$ cat config.mk
export PLATFORM = sky130hd
export DESIGN_NAME = uart_tx_arbiter
export DESIGN_NICKNAME = d
export VERILOG_FILES = /design/src/rtl/uart_tx_arbiter.sv
export SDC_FILE = /design/constraint.sdc
export NUM_CORES = 1
export LEC_CHECK = 0
export CORE_ASPECT_RATIO = 1.2
export CORE_MARGIN = 2
export CORE_UTILIZATION = 30
export DETAILED_ROUTE_END_ITERATION = 12
export SYNTH_ARGS = -nofsm -noshare
export SYNTH_HDL_FRONTEND = slang
export SYNTH_SLANG_ARGS = --single-unit
$ cat constraint.sdc
create_clock -name clk -period 4 [get_ports clk]
set_clock_uncertainty 0.2 [all_clocks]
set_input_delay 0.4 -clock clk [delete_from_list [all_inputs] [get_ports clk]]
set_output_delay 0.4 -clock clk [all_outputs]
set_load 0.005 [all_outputs]
$ cat src/rtl/uart_tx_arbiter.sv
// uart_tx_arbiter: shares one UART transmitter between two byte sources.
// Optional round-robin tie-break enabled by defining UART_ARB_RR_EN.
module uart_tx_arbiter #(
   parameter int unsigned TIMEOUT = 16
) (
   input  logic       clk,
   input  logic       rst,
   input  logic       req0_valid,
   input  logic [7:0] req0_data,
   output logic       req0_ready,
   input  logic       req1_valid,
   input  logic [7:0] req1_data,
   output logic       req1_ready,
   output logic [7:0] tx_data,
   output logic       tx_start,
   input  logic       tx_busy,
   output logic [1:0] grant,
   output logic       err,
   input  logic       err_clr
);

`ifdef UART_ARB_RR_EN
   localparam logic RR_EN = 1'b1;
`else
   localparam logic RR_EN = 1'b0;
`endif

   localparam logic [7:0] CNT_LAST = 8'(TIMEOUT - 1);

   typedef enum logic [1:0] {
      S_IDLE,
      S_START,
      S_WAIT_BUSY,
      S_WAIT_IDLE
   } state_t;

   state_t     state_q, state_d;
   logic [7:0] tx_data_q, tx_data_d;
   logic       tx_start_q, tx_start_d;
   logic [1:0] grant_q, grant_d;
   logic       err_q, err_d;
   logic [7:0] cnt_q, cnt_d;
   logic       last_q, last_d;

   logic       idle;
   logic       tie_pick1;
   logic       pick0;
   logic       pick1;

   assign idle      = (state_q == S_IDLE);
   // tie goes to requester 1 only when round-robin and 0 was served last
   assign tie_pick1 = RR_EN & ~last_q;
   assign pick1     = req1_valid & (~req0_valid | tie_pick1);
   assign pick0     = req0_valid & ~pick1;

   assign req0_ready = idle & pick0;
   assign req1_ready = idle & pick1;

   assign tx_data  = tx_data_q;
   assign tx_start = tx_start_q;
   assign grant    = grant_q;
   assign err      = err_q;

   // next-state, transfer framing and timeout detection
   always_comb begin
      state_d    = state_q;
      tx_data_d  = tx_data_q;
      tx_start_d = 1'b0;
      grant_d    = grant_q;
      err_d      = err_q & ~err_clr;
      cnt_d      = cnt_q;
      last_d     = last_q;
      unique case (state_q)
         S_IDLE: begin
            if (req0_ready | req1_ready) begin
               tx_data_d  = req1_ready ? req1_data : req0_data;
               grant_d    = {req1_ready, req0_ready};
               tx_start_d = 1'b1;
               state_d    = S_START;
            end
         end
         S_START: begin
            cnt_d   = 8'd0;
            state_d = S_WAIT_BUSY;
         end
         S_WAIT_BUSY: begin
            if (tx_busy) begin
               state_d = S_WAIT_IDLE;
            end else if (cnt_q == CNT_LAST) begin
               err_d   = 1'b1;
               grant_d = 2'b00;
               last_d  = grant_q[1];
               state_d = S_IDLE;
            end else if (cnt_q != 8'hFF) begin
               cnt_d = cnt_q + 8'd1;
            end
         end
         S_WAIT_IDLE: begin
            if (!tx_busy) begin
               grant_d = 2'b00;
               last_d  = grant_q[1];
               state_d = S_IDLE;
            end
         end
      endcase
   end

   // state and output registers
   always_ff @(posedge clk or negedge rst) begin
      if (!rst) begin
         state_q    <= S_IDLE;
         tx_data_q  <= 8'h00;
         tx_start_q <= 1'b0;
         grant_q    <= 2'b00;
         err_q      <= 1'b0;
         cnt_q      <= 8'd0;
         last_q     <= 1'b1;
      end else begin
         state_q    <= state_d;
         tx_data_q  <= tx_data_d;
         tx_start_q <= tx_start_d;
         grant_q    <= grant_d;
         err_q      <= err_d;
         cnt_q      <= cnt_d;
         last_q     <= last_d;
      end
   end

endmodule

# Word-level counts from Yosys, hierarchy flattened
# Index checks and enable logic that the tools add are counted.
[totals]
ff_bits = 22
inputBits = 22
output_inout_bits = 14
word_cells = 53
[op_classes]
add_sub_neg = 1
eq_ne = 12
muxes = 18
bitwise = 9
reduce_logical = 7
[op_table]
columns = ["cell", "n"]
rows = [
  ["$mux 8", 4],
  ["$pmux 8 s2", 1],
  ["$mux 2", 6],
  ["$ne 2x2->1 const B", 5],
  ["$add 8x1->8 const B", 1],
  ["$eq 8x4->1 const B", 1],
  ["$ne 8x8->1 const B", 1],
  ["$pmux 2 s4", 1],
  ["$pmux 2 s3", 1],
  ["$and 1x1->1", 5],
  ["$mux 1", 5],
  ["$reduce_and 5->1", 1],
  ["$eq 2x2->1 const B", 2],
  ["$reduce_and 4->1", 1],
  ["$ne 3x3->1 const B", 1],
  ["$not 1->1", 3],
  ["$reduce_and 3->1", 1],
  ["$reduce_bool 3->1", 1],
  ["$eq 2x1->1 const B", 1],
  ["$logic_not 2->1", 1],
  ["$ne 2x1->1 const B", 1],
  ["$reduce_and 2->1", 1],
  ["$reduce_bool 2->1", 1],
  ["$or 1x1->1", 1],
]

# Logic depth before layout (Yosys ltp)
# Gate-level depths: netlist (run 1).
[depth]
word_depth = 8
ltp_mapped = 7
depth_no_buf = 6

# Worst setup path before layout (run 1)
# OpenSTA, ideal clock, no wires.
[synth_path]
kind = "register to register"
from = "register cnt_q[4]"
to = "register grant_q[0], in the netlist grant[0]"
setup_time_ns = 0.127
arrival_ns = 1.744
t_required_ns = 3.673
setup_slack_ns = 1.929
stages_incl_launch_ff = 6
path_buffers = 1
period_less_slack_ns = 2.071
path_cell_list = "dfrtp_1 -> buf_6 -> or4_4 -> o32a_1 -> nor2_2 -> mux2_1"
[synth_between]
elab_chain_len = 3
[synth_lines]
columns = ["element", "line", "source"]
rows = [
  ["from (decl)", "42", "logic [7:0] cnt_q, cnt_d;"],
  ["from (signal assigned)", "124", "cnt_q <= cnt_d;"],
  ["$eq 8x4->1", "89", "end else if (cnt_q == CNT_LAST) begin"],
  ["$ne 2x2->1 (no line)", "n/a", ""],
  ["$reduce_and 5->1 (no line)", "n/a", ""],
  ["to (signal assigned)", "122", "grant_q <= grant_d;"],
  ["to (decl)", "40", "logic [1:0] grant_q, grant_d;"],
]
# No other way between the ends.
# A chain may end at the register's enable or synchronous reset.

# Worst setup path after layout (run 1)
[layout_path]
from = "register state_q[1]"
to = "output req0_ready"
[layout_between]
elab_chain_len = 2
[layout_lines]
columns = ["element", "line", "source"]
rows = [
  ["from (decl)", "37", "state_t state_q, state_d;"],
  ["from (signal assigned)", "119", "state_q <= state_d;"],
  ["$logic_not 2->1", "50", "assign idle = (state_q == S_IDLE);"],
  ["$and 1x1->1", "56", "assign req0_ready = idle & pick0;"],
  ["to (decl)", "10", "output logic req0_ready,"],
]
# No other way between the ends.

==> results by group, run 1 <==
Timing
  – Fin crit period: 2.98 ns
  – Final critical-path share of the clock period: 74.6%
  – Sum of negative setup slack: 0 ns
  – Worst slew slack as a fraction of its limit: 32.2%
  – Final-report max-slew violation count: 0
  – Number of hold violations in the final report: 0
  – Max Freq: 335 MHz
  – Setup-failing EPs final: 0
  – RSZ-0062 raised after global routing: no
  – Worst setup slack after layout: 1.02 ns
  – Actual transition at the worst max-transition pin: 1.01 ns
  – Hold Slack: 0.297 ns

Floorplan
  – Top-level port count: 36
  – Horizontal die dimension: 63.7 µm
  – Height of the die: 75.6 µm
  – Starting density of the core: 30.5%
  – Row cnt: 26
  – Die area: 4810 µm²
  – Placeable core region: 4200 µm²

CTS
  – Buffers from clock root to sink, at most: 2
  – Cts hold-fix bufs: 0
  – Sinks on the clock net: 22
  – Htree depth: 1
  – Clock insertion delay at the later pin of the skew report: 0.26 ns
  – Post CTS Setup Buffer Count: 0
  – Number of gates resized after CTS: 0
  – Clock slew seen by the registers of the worst setup and hold paths: 0.07 ns
  – TritonCTS Buffers: 3
  – CTS tree: yes
  – Root Buffer Master: sky130_fd_sc_hd__clkbuf_8

Synthesis
  – Count of state elements after synthesis: 22
  – Number of distinct standard cells referenced by the synthesized netlist: 36
  – Portion of netlist area occupied by mux cells: 2.44%
  – Synth Instances: 143
  – Synthesized net count: 170
  – Syn. warnings: 0
  – Post-Synthesis Mean Instance Area: 8.96 µm²
  – Synth top area share: 43.0%
  – Share of async-settable or async-resettable flops after synthesis: 100%
  – Cell taking the most area after synthesis: sky130_fd_sc_hd__dfrtp_1
  – Post-synthesis instance area: 1280 µm²
  – Post-synth EDFFs: 0
  – Combinational family with the most area after synthesis: compound AO/OA/AOI/OAI gates
  – Simple logic cell fraction of the synthesized area: 21.3%
  – Fraction of synthesized cell area in xor and xnor cells: 0.684%
  – Adder-cell area share of the yosys netlist: 4.88%
  – Synth Flop Type: sky130_fd_sc_hd__dfrtp_1
  – Cell types with the largest area share after synthesis: sky130_fd_sc_hd__dfrtp_1 43%, sky130_fd_sc_hd__a21oi_1 5.5%, sky130_fd_sc_hd__nand3b_1 5.3%, sky130_fd_sc_hd__ha_1 4.9%, sky130_fd_sc_hd__o22ai_1 4.4%
  – Share of the yosys chip area belonging to registers: 43.0%
  – Post-synthesis compound-gate area fraction: 22.8%

Worst setup path
  – Critical path capture point type: output pin
  – Type of the setup path with the least slack: register to output pin
  – Data required, critical path: 3.40 ns
  – Cell count of the worst reg-to-reg path: 6
  – Launch point of the worst reg-to-reg path: state_q[0]
  – Setup slack of the most critical reg-to-reg path: 1.57 ns
  – R2r endpoint: grant[0]
  – Critical Path Source Type: register
  – Crit path max fanout: 21
  – Library cell appearing most often on the critical path: sky130_fd_sc_hd__inv_1
  – Critical path, cell by cell: inv_1 -> ha_1 -> nand2_1 -> inv_1 -> clkdlybuf4s50_1
  – Cell type of the slowest stage on the worst timing path: sky130_fd_sc_hd__ha_1
  – Slowest cell delay on critical path: 0.60 ns
  – CP arrival: 2.38 ns

Layout
  – Layout-stage area growth over the synthesis result: 33.1%
  – Ant. Diodes: 0
  – Final instance area: 1710 µm²
  – Non-Filler Instances: 229
  – Final core utilization: 40.6%
  – Share of post-route cells with drive strength above 1: 2.89%
  – Number of nets in the final layout: 202

Power
  – Total chip power: 0.988 mW
  – Power per unit of standard cell area: 580 nW/µm²
  – Peak ir drop on the vdd network: 0.232 mV
  – Leakage dissipation: 0.707 nW

Placed design
  – Dpl ws: 1.29 ns
  – Buffers on Ports: 35
  – Routability cong.: 0.788
  – Detailed placement HPWL: 2440 µm
  – Standard cell area after detailed placement: 1660 µm²
  – Count of placed standard cells including taps: 226

Hold path
  – Hold worst-path end: grant[0]
  – Min-delay src: grant[0]
  – Cell depth of the worst min-delay path: 1
  – Hold crit path type: register to register

Drt
  – Initial DRC count: 121
  – Remaining antenna violation count after routing: 0
  – Aggregate routed wire length: 3210 µm
  – Routed vias: 1232
  – Routed wirelength normalized by instance count: 14.0 µm
  – Via count normalized by instance count: 5.38
  – Drt first pass iters: 4
  – Drt drc: 0

Outcome
  – Status: finished clean

GRT
  – Antenna violations before repair: 0
  – Overall routing resource usage: 14.2%
  – Largest net degree at the start of global routing: 23
  – Wire length of the first global-routing pass: 5400 µm
  – Remaining global-route overflow: 0
  – Vias in the first global route: 1174

Run
  – Number of maximum-capacitance violations: 0
## worst max-delay path by stage
stage,startpoint,to,depth (start not counted)
after CTS,state_q[1],req0_ready,5
after global routing,state_q[1],req0_ready,5
after detailed placement,state_q[1],req0_ready,5
final,state_q[1],req0_ready,5
after floorplan,cnt_q[4],grant[0],5
after global placement,state_q[1],req0_ready,5
## synthesized netlist by cell type (2+ instances only)
master / count
sky130_fd_sc_hd__dfrtp_1: 22
sky130_fd_sc_hd__a21oi_1: 14
sky130_fd_sc_hd__nand2_1: 12
sky130_fd_sc_hd__o21ai_0: 11
sky130_fd_sc_hd__nand3b_1: 9
sky130_fd_sc_hd__o22ai_1: 9
sky130_fd_sc_hd__clkbuf_1: 6
sky130_fd_sc_hd__inv_1: 6
sky130_fd_sc_hd__ha_1: 5
sky130_fd_sc_hd__nand3_1: 5
sky130_fd_sc_hd__nand2b_1: 4
sky130_fd_sc_hd__o21ai_1: 4
sky130_fd_sc_hd__and3_1: 3
sky130_fd_sc_hd__nor2_1: 3
sky130_fd_sc_hd__nor4_1: 3
sky130_fd_sc_hd__o21a_1: 3
sky130_fd_sc_hd__mux2i_1: 2
sky130_fd_sc_hd__nand4_1: 2
sky130_fd_sc_hd__nor3_1: 2
sky130_fd_sc_hd__o31ai_1: 2
## cells in the final DEF (no fill, tap or decap), types with 2 or more instances in the layout
cell                              synthesis  final
sky130_fd_sc_hd__o21a_1                   3      3
sky130_fd_sc_hd__ha_1                     5      5
sky130_fd_sc_hd__dfrtp_1                 22     22
sky130_fd_sc_hd__inv_1                    6      6
sky130_fd_sc_hd__o21ai_1                  4      4
sky130_fd_sc_hd__and3_1                   3      3
sky130_fd_sc_hd__clkbuf_8                 0      3
sky130_fd_sc_hd__o22ai_1                  9      9
sky130_fd_sc_hd__nand4_1                  2      2
sky130_fd_sc_hd__nor2_1                   3      3
sky130_fd_sc_hd__nor4_1                   3      3
sky130_fd_sc_hd__a21oi_1                 14     14
sky130_fd_sc_hd__o21ai_0                 11     11
sky130_fd_sc_hd__nand2b_1                 4      4
sky130_fd_sc_hd__nand2_1                 12     12
sky130_fd_sc_hd__nand3_1                  5      5
sky130_fd_sc_hd__nor3_1                   2      2
sky130_fd_sc_hd__nand3b_1                 9      9
sky130_fd_sc_hd__o31ai_1                  2      2
sky130_fd_sc_hd__clkdlybuf4s50_1          0     35
sky130_fd_sc_hd__mux2i_1                  2      2
## kinds of logic after synthesis
kind of cell / count (synthesis)
adder cells (fa/ha/maj): 5
buffers and inverters: 15
flip-flops: 22
AND/OR/NAND/NOR: 48
XOR/XNOR: 1
multiplexers: 3
AO/OA/AOI/OAI: 49
## report_power, final
part / internal [mW] / total [mW] / switching (mW) / leakage (nW)
registers: 0.297 / 0.352 / 0.0556 / 0.280
clock network: 0.0671 / 0.134 / 0.0667 / 0.0216
logic: 0.253 / 0.502 / 0.249 / 0.405
## metal layers
layer | up-vias | global-route usage [%] | part of all wire, %
li1 | 587 | - | -
met1 | 581 | 17.8 | 44
met2 | 59 | 24.3 | 47
met3 | 5 | 3.25 | 7.8
met4 | 0 | 5.07 | 1.3
met5 | - | 0 | 0
## area by class of cell
cell class / count / area, µm²
clock buffers: 3 / 41.3
fillers: 405 / 2490
repair buffers: 35 / 350
well taps: 56 / 70.1
inverters: 7 / 26.3
multi-input cells: 106 / 667
flip-flops and latches: 22 / 551
## sequential cells by signal (all words and copies together) (netlist names)
register and flops:
cnt_q 8, err 1, grant 2, state_q 2, tx_data 8, tx_start 1
## worst max-delay path: cells and delay by family, from the launching register on
kind / cells / cell delay (ns)
buf+inv: 3 / 0.74
fa+ha+maj: 1 / 0.60
flops: 1 / 0.40
simple gates: 1 / 0.39
No activity file was read; power rests on OpenSTA's default activity.
==> run 2: changes to the inputs <==
==> constraint.sdc (replaced) <==
create_clock -name clk -period 2.6 [get_ports clk]
set_clock_uncertainty 0.2 [all_clocks]
set_input_delay 0.26 -clock clk [delete_from_list [all_inputs] [get_ports clk]]
set_output_delay 0.26 -clock clk [all_outputs]
set_load 0.005 [all_outputs]
==> run 2 against run 1 <==
Sequential share of layout area is 1.4 points lower. Sequential cell count stayed put. Sequential power is 54% higher. Critical path type unchanged.
==> results by group, run 2 (synthesized netlist as in run 1, its figures left out) <==
Run
  – Number of maximum-capacitance violations: 0 (unchanged)

Placed design
  – Routability cong.: 0.874 (+11%)
  – Buffers on Ports: 35 (unchanged)
  – Dpl ws: 0.370 ns (-0.923 ns)
  – Detailed placement HPWL: 2440 µm (+0.16%)
  – Standard cell area after detailed placement: 1710 µm² (+2.7%)
  – Count of placed standard cells including taps: 232 (+2.7%)

CTS
  – Cts hold-fix bufs: 0 (unchanged)
  – Post CTS Setup Buffer Count: 0 (unchanged)
  – TritonCTS Buffers: 3 (unchanged)
  – Clock insertion delay at the later pin of the skew report: 0.27 ns (about the same)
  – Sinks on the clock net: 22 (unchanged)
  – CTS tree: yes
  – Clock slew seen by the registers of the worst setup and hold paths: 0.08 ns (about the same)
  – Htree depth: 1 (unchanged)
  – Buffers from clock root to sink, at most: 2 (unchanged)
  – Root Buffer Master: sky130_fd_sc_hd__clkbuf_8
  – Number of gates resized after CTS: 0 (unchanged)

Power
  – Power per unit of standard cell area: 925 nW/µm² (+60%)
  – Peak ir drop on the vdd network: 0.304 mV (+31%)
  – Leakage dissipation: 0.750 nW (+6.1%)

Drt
  – Initial DRC count: 51 (-58%)
  – Routed wirelength normalized by instance count: 13.6 µm (-3.2%)
  – Aggregate routed wire length: 3210 µm (-0.25%)
  – Routed vias: 1210 (-1.8%)
  – Remaining antenna violation count after routing: 0 (unchanged)
  – Via count normalized by instance count: 5.13 (-4.7%)
  – Drt drc: 0 (unchanged)
  – Drt first pass iters: 4 (unchanged)

GRT
  – Largest net degree at the start of global routing: 23 (unchanged)
  – Wire length of the first global-routing pass: 5520 µm (+2.2%)
  – Vias in the first global route: 1240 (+5.6%)
  – Antenna violations before repair: 0 (unchanged)
  – Remaining global-route overflow: 0 (unchanged)
  – Overall routing resource usage: 14.4% (+0.16 points)

Timing
  – Number of hold violations in the final report: 0 (unchanged)
  – Worst setup slack after layout: 0.338 ns (-0.678 ns)
  – Sum of negative setup slack: 0 ns (unchanged)
  – Actual transition at the worst max-transition pin: 0.412 ns (-0.601 ns)
  – RSZ-0062 raised after global routing: no
  – Setup-failing EPs final: 0 (unchanged)
  – Final critical-path share of the clock period: 87.0%
  – Worst slew slack as a fraction of its limit: 72.3% (+40 points)
  – Max Freq: 442 MHz
  – Final-report max-slew violation count: 0 (unchanged)
  – Fin crit period: 2.26 ns

Layout
  – Number of nets in the final layout: 208 (+3.0%)
  – Final instance area: 1780 µm² (+4.4%)
  – Non-Filler Instances: 236 (+3.1%)
  – Layout-stage area growth over the synthesis result: 39.0%
  – Leading cell type in the layout, fill and taps excluded: sky130_fd_sc_hd__clkdlybuf4s50_1
  – Ant. Diodes: 0 (unchanged)
  – Final core utilization: 42.4% (+1.8 points)
  – Commonest non-fill, non-tap cells in the layout: 35 x sky130_fd_sc_hd__clkdlybuf4s50_1, 22 x sky130_fd_sc_hd__dfrtp_1, 14 x sky130_fd_sc_hd__a21oi_1, 12 x sky130_fd_sc_hd__nand2_1, 11 x sky130_fd_sc_hd__o21ai_0
  – Share of post-route cells with drive strength above 1: 6.67% (+3.8 points)

Worst setup path
  – CP arrival: 1.80 ns (-0.58 ns)
  – Cell count of the worst reg-to-reg path: 6 (unchanged)
  – R2r endpoint: grant[0]
  – Launch point of the worst reg-to-reg path: state_q[0]
  – Data required, critical path: 2.14 ns (-1.26 ns)
  – Type of the setup path with the least slack: register to output pin
  – Critical path capture point type: output pin
  – Setup slack of the most critical reg-to-reg path: 0.44 ns (-1.13 ns)
  – Crit path max fanout: 6 (-71%)
  – Crit. Startpoint: state_q[0]
  – Critical Path Source Type: register

Floorplan
  – Die area: 4810 µm² (unchanged)
  – Starting density of the core: 30.5% (unchanged)
  – Top-level port count: 36 (unchanged)
  – Height of the die: 75.6 µm (unchanged)
  – Horizontal die dimension: 63.7 µm (unchanged)
  – Placeable core region: 4200 µm² (unchanged)
  – Row cnt: 26 (unchanged)

Hold path
  – Hold crit path type: input pin to asynchronous set/reset pin

Outcome
  – Status: finished clean
[run 2: cell types whose count changed in the layout (fill, tap and decap cells not counted), sizes merged]
cell    delta
buf        +6
bufinv     +1
[run 2: layer usage]
metal | global-route usage, % | wire length [µm] | vias up
met5 | 0 | 0 | -
met4 | 5.07 | 38 | 0
met3 | 3.25 | 209 | 3
met2 | 25.8 | 1530 | 49
met1 | 17.1 | 1430 | 557
li1 | - | - | 601
[run 2: critical path, stage by stage, from the launching register on]
cell and delay [ns]:
sky130_fd_sc_hd__dfrtp_1 0.43, sky130_fd_sc_hd__inv_1 0.11, sky130_fd_sc_hd__ha_1 0.27, sky130_fd_sc_hd__and3_1 0.21, sky130_fd_sc_hd__clkdlybuf4s50_1 0.51
[run 2: worst max path at each step]
stage                       endpoint  depth (start not counted)
after global routing      req1_ready                          4
final                     req1_ready                          4
after CTS                 req1_ready                          4
after detailed placement    grant[0]                          5
after floorplan             grant[0]                          5
after global placement      grant[0]                          5
[run 2: area by class of cell]
cell class              instances  area, µm²
clock buffers                   3       41.3
clock inverters                 1       30.0
fillers                       404       2420
inverters                       7       26.3
multi-input cells             106        667
flip-flops and latches         22        551
well taps                      56       70.1
repair buffers                 41        395
[run 2: report_power, final]
part           switching, mW  total [mW]  internal, mW  leakage (nW)
clock network          0.117       0.323         0.206        0.0357
registers             0.0852       0.541         0.456         0.280
logic                  0.369       0.782         0.413         0.434
[run 2: through the flow]
stage	total power [mW]	hold WS, ns
finish	1.65	0.132
global route	1.80	0.185
global placement	1.32	0.287
floorplan	0.988	-0.236
detailed placement	1.34	0.295
CTS	1.67	0.139
==> run 3: changes to the inputs <==
--- a/config.mk
+++ b/config.mk
@@ -8,7 +8,9 @@
 export CORE_ASPECT_RATIO = 1.2
 export CORE_MARGIN = 2
 export CORE_UTILIZATION = 30
+export CTS_BUF_LIST = sky130_fd_sc_hd__clkbuf_8
 export DETAILED_ROUTE_END_ITERATION = 12
+export SLEW_MARGIN = 20
 export SYNTH_ARGS = -nofsm -noshare
 export SYNTH_HDL_FRONTEND = slang
 export SYNTH_SLANG_ARGS = --single-unit
==> results of run 3 <==
The final DEF is identical to that of run 2; final timing and power are the same.
